`config.mk`:
```
export PLATFORM = sky130hd
export DESIGN_NAME = pc_sequencer_flat
export DESIGN_NICKNAME = d
export VERILOG_FILES = /design/src/rtl/cpu_pkg.sv /design/src/rtl/pc_sequencer_if.sv /design/src/rtl/pc_sequencer_ras_lifo.sv /design/src/rtl/pc_sequencer.sv /design/src/flat_wrapper.sv
export SDC_FILE = /design/constraint.sdc
export NUM_CORES = 1
export LEC_CHECK = 0
export CAP_MARGIN = 20
export CORE_MARGIN = 5
export CORE_UTILIZATION = 45
export DETAILED_ROUTE_END_ITERATION = 6
export DONT_BUFFER_PORTS = 1
export SYNTH_ARGS = -nofsm -noshare
export SYNTH_HDL_FRONTEND = slang
export SYNTH_HIERARCHICAL = 1
export SYNTH_SLANG_ARGS = --single-unit
```
`constraint.sdc`:
```
create_clock -name clk -period 2.3 [get_ports clk]
set_input_delay 0.46 -clock clk [delete_from_list [all_inputs] [get_ports clk]]
set_output_delay 0.46 -clock clk [all_outputs]
set_load 0.005 [all_outputs]
```
`src/rtl/cpu_pkg.sv`:
```
// Shared CPU definitions: next-PC select encodings and default widths.
// Imported by the fetch-head sequencer and its return-address stack.
package cpu_pkg;

    localparam int AW_DEF = 8;

    localparam logic [1:0] PC_SEQ    = 2'b00;
    localparam logic [1:0] PC_BRANCH = 2'b01;
    localparam logic [1:0] PC_CALL   = 2'b10;
    localparam logic [1:0] PC_RET    = 2'b11;

endpackage

```
`src/rtl/pc_sequencer_if.sv`:
```
// Control/status bundle between branch decode, stall control and the PC sequencer.
// master: drives en/sel/target/flag_clr; slave: drives pc and RAS status.
interface pc_sequencer_if #(
    parameter int AW = 8
);

    logic          en;
    logic [1:0]    sel;
    logic [AW-1:0] target;
    logic          flag_clr;
    logic [AW-1:0] pc;
    logic [AW-1:0] ras_top;
    logic          ras_empty;
    logic          ras_full;
    logic          ras_ovf;
    logic          ras_unf;

    modport master (
        output en, sel, target, flag_clr,
        input  pc, ras_top, ras_empty, ras_full, ras_ovf, ras_unf
    );

    modport slave (
        input  en, sel, target, flag_clr,
        output pc, ras_top, ras_empty, ras_full, ras_ovf, ras_unf
    );

endinterface

```
`src/rtl/pc_sequencer_ras_lifo.sv`:
```
// Circular return-address stack: push overwrites the oldest entry when full.
// Ports: clk, rst (async low), push, pop, din -> top, empty, full, ovf_evt, unf_evt.
module ras_lifo
    import cpu_pkg::*;
#(
    parameter int AW        = AW_DEF,
    parameter int RAS_DEPTH = 4
) (
    input  logic          clk,
    input  logic          rst,
    input  logic          push,
    input  logic          pop,
    input  logic [AW-1:0] din,
    output logic [AW-1:0] top,
    output logic          empty,
    output logic          full,
    output logic          ovf_evt,
    output logic          unf_evt
);

    localparam int PW = $clog2(RAS_DEPTH);
    localparam int CW = $clog2(RAS_DEPTH + 1);
    localparam logic [PW-1:0] WP_LAST  = PW'(RAS_DEPTH - 1);
    localparam logic [CW-1:0] CNT_FULL = CW'(RAS_DEPTH);

    logic [AW-1:0] mem_q [RAS_DEPTH];
    logic [PW-1:0] wp_q, wp_d, wp_inc, wp_dec;
    logic [CW-1:0] cnt_q, cnt_d;

    assign wp_inc = (wp_q == WP_LAST) ? '0 : wp_q + 1'b1;
    assign wp_dec = (wp_q == '0) ? WP_LAST : wp_q - 1'b1;

    assign empty   = (cnt_q == '0);
    assign full    = (cnt_q == CNT_FULL);
    assign ovf_evt = push & full;
    assign unf_evt = pop & empty;

    // Entries are never reset, so hide whatever is left when empty.
    assign top = empty ? '0 : mem_q[wp_dec];

    always_comb begin
        wp_d  = wp_q;
        cnt_d = cnt_q;
        if (push) begin
            wp_d = wp_inc;
            if (!full) cnt_d = cnt_q + 1'b1;
        end else if (pop && !empty) begin
            wp_d  = wp_dec;
            cnt_d = cnt_q - 1'b1;
        end
    end

    always_ff @(posedge clk or negedge rst) begin
        if (!rst) begin
            wp_q  <= '0;
            cnt_q <= '0;
        end else begin
            wp_q  <= wp_d;
            cnt_q <= cnt_d;
        end
    end

    always_ff @(posedge clk) begin
        if (push) mem_q[wp_q] <= din;
    end

endmodule

```
`src/rtl/pc_sequencer.sv`:
```
// Fetch-head program counter: stall, sequential, branch, call and return.
// Ports: clk, rst (async low), bus (slave: en/sel/target/flag_clr in, pc/RAS status out).
module pc_sequencer
    import cpu_pkg::*;
#(
    parameter int            AW        = AW_DEF,
    parameter int            RAS_DEPTH = 4,
    parameter logic [AW-1:0] RESET_PC  = '0
) (
    input  logic           clk,
    input  logic           rst,
    pc_sequencer_if.slave  bus
);

    logic [AW-1:0] pc_q, pc_d, pc_inc;
    logic          ovf_q, ovf_d;
    logic          unf_q, unf_d;
    logic          push, pop;
    logic [AW-1:0] ras_top;
    logic          ras_empty, ras_full;
    logic          ovf_evt, unf_evt;

    assign pc_inc = pc_q + 1'b1;
    assign push   = bus.en & (bus.sel == PC_CALL);
    assign pop    = bus.en & (bus.sel == PC_RET);

    ras_lifo #(
        .AW        (AW),
        .RAS_DEPTH (RAS_DEPTH)
    ) u_ras (
        .clk     (clk),
        .rst     (rst),
        .push    (push),
        .pop     (pop),
        .din     (pc_inc),
        .top     (ras_top),
        .empty   (ras_empty),
        .full    (ras_full),
        .ovf_evt (ovf_evt),
        .unf_evt (unf_evt)
    );

    always_comb begin
        pc_d = pc_q;
        if (bus.en) begin
            unique case (bus.sel)
                PC_SEQ:    pc_d = pc_inc;
                PC_BRANCH: pc_d = bus.target;
                PC_CALL:   pc_d = bus.target;
                PC_RET:    pc_d = ras_empty ? pc_inc : ras_top;
                default:   pc_d = pc_inc;
            endcase
        end
    end

    // A new event in the same cycle as a clear keeps the flag set.
    always_comb begin
        ovf_d = ovf_q;
        unf_d = unf_q;
        if (bus.flag_clr) begin
            ovf_d = 1'b0;
            unf_d = 1'b0;
        end
        if (ovf_evt) ovf_d = 1'b1;
        if (unf_evt) unf_d = 1'b1;
    end

    always_ff @(posedge clk or negedge rst) begin
        if (!rst) begin
            pc_q  <= RESET_PC;
            ovf_q <= 1'b0;
            unf_q <= 1'b0;
        end else begin
            pc_q  <= pc_d;
            ovf_q <= ovf_d;
            unf_q <= unf_d;
        end
    end

    assign bus.pc        = pc_q;
    assign bus.ras_top   = ras_top;
    assign bus.ras_empty = ras_empty;
    assign bus.ras_full  = ras_full;
    assign bus.ras_ovf   = ovf_q;
    assign bus.ras_unf   = unf_q;

endmodule

```
`src/flat_wrapper.sv`:
```
// flat-port wrapper written by rule: the top's interface ports become plain ports
module pc_sequencer_flat import cpu_pkg::*;
#(
    parameter int            AW        = AW_DEF,
    parameter int            RAS_DEPTH = 4,
    parameter logic [AW-1:0] RESET_PC  = '0
)
  (clk, rst, bus_en, bus_sel, bus_target, bus_flag_clr, bus_pc, bus_ras_top, bus_ras_empty, bus_ras_full, bus_ras_ovf, bus_ras_unf);
  pc_sequencer_if #(.AW(AW)) bus_i ();
  input  logic clk;
  input  logic rst;
  input wire logic [$bits(bus_i.en)-1:0] bus_en;
  input wire logic [$bits(bus_i.sel)-1:0] bus_sel;
  input wire logic [$bits(bus_i.target)-1:0] bus_target;
  input wire logic [$bits(bus_i.flag_clr)-1:0] bus_flag_clr;
  output wire logic [$bits(bus_i.pc)-1:0] bus_pc;
  output wire logic [$bits(bus_i.ras_top)-1:0] bus_ras_top;
  output wire logic [$bits(bus_i.ras_empty)-1:0] bus_ras_empty;
  output wire logic [$bits(bus_i.ras_full)-1:0] bus_ras_full;
  output wire logic [$bits(bus_i.ras_ovf)-1:0] bus_ras_ovf;
  output wire logic [$bits(bus_i.ras_unf)-1:0] bus_ras_unf;
  assign bus_i.en = bus_en;
  assign bus_i.sel = bus_sel;
  assign bus_i.target = bus_target;
  assign bus_i.flag_clr = bus_flag_clr;
  assign bus_pc = bus_i.pc;
  assign bus_ras_top = bus_i.ras_top;
  assign bus_ras_empty = bus_i.ras_empty;
  assign bus_ras_full = bus_i.ras_full;
  assign bus_ras_ovf = bus_i.ras_ovf;
  assign bus_ras_unf = bus_i.ras_unf;
  pc_sequencer #(.AW(AW), .RAS_DEPTH(RAS_DEPTH), .RESET_PC(RESET_PC)) u_core (.clk(clk), .rst(rst), .bus(bus_i));
endmodule
```
==> reports/qor.yml <==
run_status:
  status: "finished clean"
sta:
  relSlewSlack_pct: 47.5
  tns_ns: 0
  hold_viol_final: 0
  finalCritPeriodShare_pct: 98.8
  slew_violations: 0
  min_period_ns: 2.27
  skew_ns: 0.00786
  setup_viol: 0
  rsz0062_at_grt: "true"
  fmax_mhz: 440
  worstMarginPinSlew_ns: 0.784
  hold_slack_ns: 0.248
placement:
  hpwl_um: 3710
  finalWeightedCongestion: 0.757
  io_buffer_count: 0
  dpl_cell_area_um2: 2560
setup_path:
  critical_path_required_ns: 1.84
  startpoint_type: "flop"
  critical_path_arrival_ns: 1.81
  endpoint_kind: "primary output"
  cp_max_fo: 8
  path_class: "reg -> out"
route:
  post_drt_wl_per_cell_um: 18.4
  dr.pass1.iters: 4
  detail-route-antenna-nets: 0
  wirelength_um: 5380
  vias_per_cell: 5.63
  vias: 1650
  drtIter0Drc: 74
  drc_errors: 0
hold_path:
  hold_path.class: "in -> reg"
logic_synthesis:
  synthArstFlopShare_pct: 31.9
  synth.net_count: 224
  yosysTopAreaCell: "edfxtp_1"
  synth.area.top_cells: "edfxtp_1 38%, dfrtp_1 15%, mux2i_1 6.8%, ha_1 4.5%, nand2b_1 2.2%"
  syn_area_um2: 2500
  ys_ff_latch: 47
  synth_top_area_share_pct: 38.4
  syn_avg_cell_area_um2: 12.5
  synth_edf_count: 32
  ys_seq_area_share_pct: 53.4
  yosysWarnings: 6
  synthFlopType: "edfxtp_1"
  synth_cell_types: 49
  postSynthCellCount: 200
finish:
  final_cell_mix: "32 x edfxtp_1, 18 x buf_4, 15 x dfrtp_1"
  antenna_cells: 0
  layout_commonest_cell: "edfxtp_1"
  drive_gt1_share_pct: 25.3
  syn_to_final_growth_pct: 16.4
  stdcell_area_um2: 2920
  fin_util_pct: 53.3
  nFillCells: 471
  nets: 244
run:
  drv_cap: 0
power_and_ir_drop:
  p_sw_share_pct: 36.6
  pwr-share-comb_pct: 49.7
  p_sw_mw: 1.39
  pwr-share-seq_pct: 34.1
  power.density_nw_per_um2: 1300
  total_power_mw: 3.80
  peakVddDrop_uv: 610
  p_int_mw: 2.41
  power_frac_clock_pct: 16.3
  cellLeakagePower_nw: 1.12
global_routing:
  grt_pass1_vias: 1682
  grt_usage_pct: 15.8
  grt_pass1_wl_um: 8860
  grt_antenna_before_repair: 0
  grt_overflow: 0
  grt_max_degree: 20
floorplanning:
  io-pin-count: 34
  rows: 27
  start_util_pct: 45.7
  fp.dieW_um: 84.6
  die_area_um2: 7160
  core-area_um2: 5470
  die_y_um: 84.6
clock_tree:
  clkTransAtPathRegs_ns: 0.09
  worstSkewPairLatency_ns: 0.30
  root_buffer: "clkbuf_8"
  clkSinkCount: 47
  cts_tree: "built"
  cts_buffer_depth: 2
  cts_made_buffers: 5
  htree_levels: 2
-- stage by stage --
step                      cells  setup slack (ns)
final                       293            0.0267
after global routing        293           -0.0501
after CTS                   289           -0.0281
after detailed placement    271            0.0937
after global placement      271             0.190
after floorplan             200             0.305
-- final timing paths --
path | start | endpoint | slack [ns] | depth (start not counted)
hold / removal | bus_en | u_core/bus.pc[1] | 0.25 | 1
hold reg to reg | u_core/bus.ras_unf | u_core/bus.ras_unf | 0.53 | 1
max in group asynchronous | rst | u_core/u_ras/wp_q[1] | 1.13 | 1
min in group asynchronous | rst | u_core/u_ras/cnt_q[0] | 0.68 | 1
setup reg to reg | u_core/u_ras/wp_q[1] | u_core/bus.pc[3] | 0.29 | 10
setup / recovery | u_core/u_ras/wp_q[1] | bus_ras_top[1] | 0.03 | 7
-- layout make-up --
class | count | area [um^2] | share of cell area (%)
clock inverter | 3 | 46.3 | 1.59
sequential | 47 | 1340 | 45.8
inverter | 9 | 33.8 | 1.16
clock buffer | 5 | 68.8 | 2.36
tap | 72 | 90.1 | 3.09
timing repair buffer | 22 | 213 | 7.30
multi-input combinational | 135 | 1130 | 38.7
-- repair_timing --
item                                    in CTS  in global routing
setup buffers                                8                  4
resized for setup                           18                  5
pin swaps                                    6                  3
hold buffers                                 1                  0
hold endpoints to repair                    15                  0
cloned                                       1                  0
endpoints found under the setup margin       8                  4
-- power groups by stage --
| stage | Sequential [mW] | Clock, mW | Combinational, mW |
|---|---|---|---|
| 6_report | 1.29 | 0.618 | 1.89 |
| 5_1_grt | 1.32 | 0.662 | 2.07 |
| 4_1_cts | 1.30 | 0.631 | 1.72 |
| 3_5_place_dp | 1.31 | 0 | 1.32 |
| 3_3_place_gp | 1.30 | 0 | 1.28 |
| 2_1_floorplan | 1.25 | 0 | 1.01 |
-- metal layers --
layer  global-route usage (%)  wire length (um)  part of all wire, %  vias to the layer above
met5                        0                 0                    0                        -
met4                     4.46                84                  1.6                        0
met3                     5.30               391                  7.3                        7
met2                     25.0              2510                   47                       45
met1                     20.7              2390                   44                      818
li1                         -                 -                    -                      780
-- flip-flops by register name, summed over array words and instances, names as in the netlist --
signal,count
u_core/u_ras/wp_q,2
u_core/bus.pc,8
u_core/bus.ras_unf,1
u_core/u_ras/mem_q,32
u_core/bus.ras_ovf,1
u_core/u_ras/cnt_q,3
-- critical path, stage by stage, from the launching register on --
cell and delay [ns]:
dfrtp_1 0.38, inv_2 0.07, ha_4 0.16, and2b_4 0.27, buf_12 0.14, mux2i_2 0.23
o22ai_2 0.11, buf_4 0.15
-- cells by family after synthesis --
logic type      count (synthesis)  synth area share, %
xor+xnor                        7                 2.45
buf+inv                        18                 5.60
fa+ha+maj                      10                 5.30
compound gates                 45                 13.4
simple gates                   56                 13.0
mux                            17                 6.80
flops                          47                 53.4
-- Yosys cell counts (2+ instances only) --
cell type / n
edfxtp_1: 32
mux2i_1: 17
dfrtp_1: 15
nand2_1: 12
ha_1: 9
inv_1: 9
nand2b_1: 9
o22ai_1: 9
and2_1: 7
nor2_1: 7
a21oi_1: 6
a22oi_1: 6
buf_2: 4
nand3b_1: 4
o221ai_1: 4
xor2_1: 4
a21o_1: 3
buf_6: 3
nand3_1: 3
o21ai_0: 3
o41a_1: 3
xnor2_1: 3
a31oi_1: 2
(Power assumes the default switching activity.)
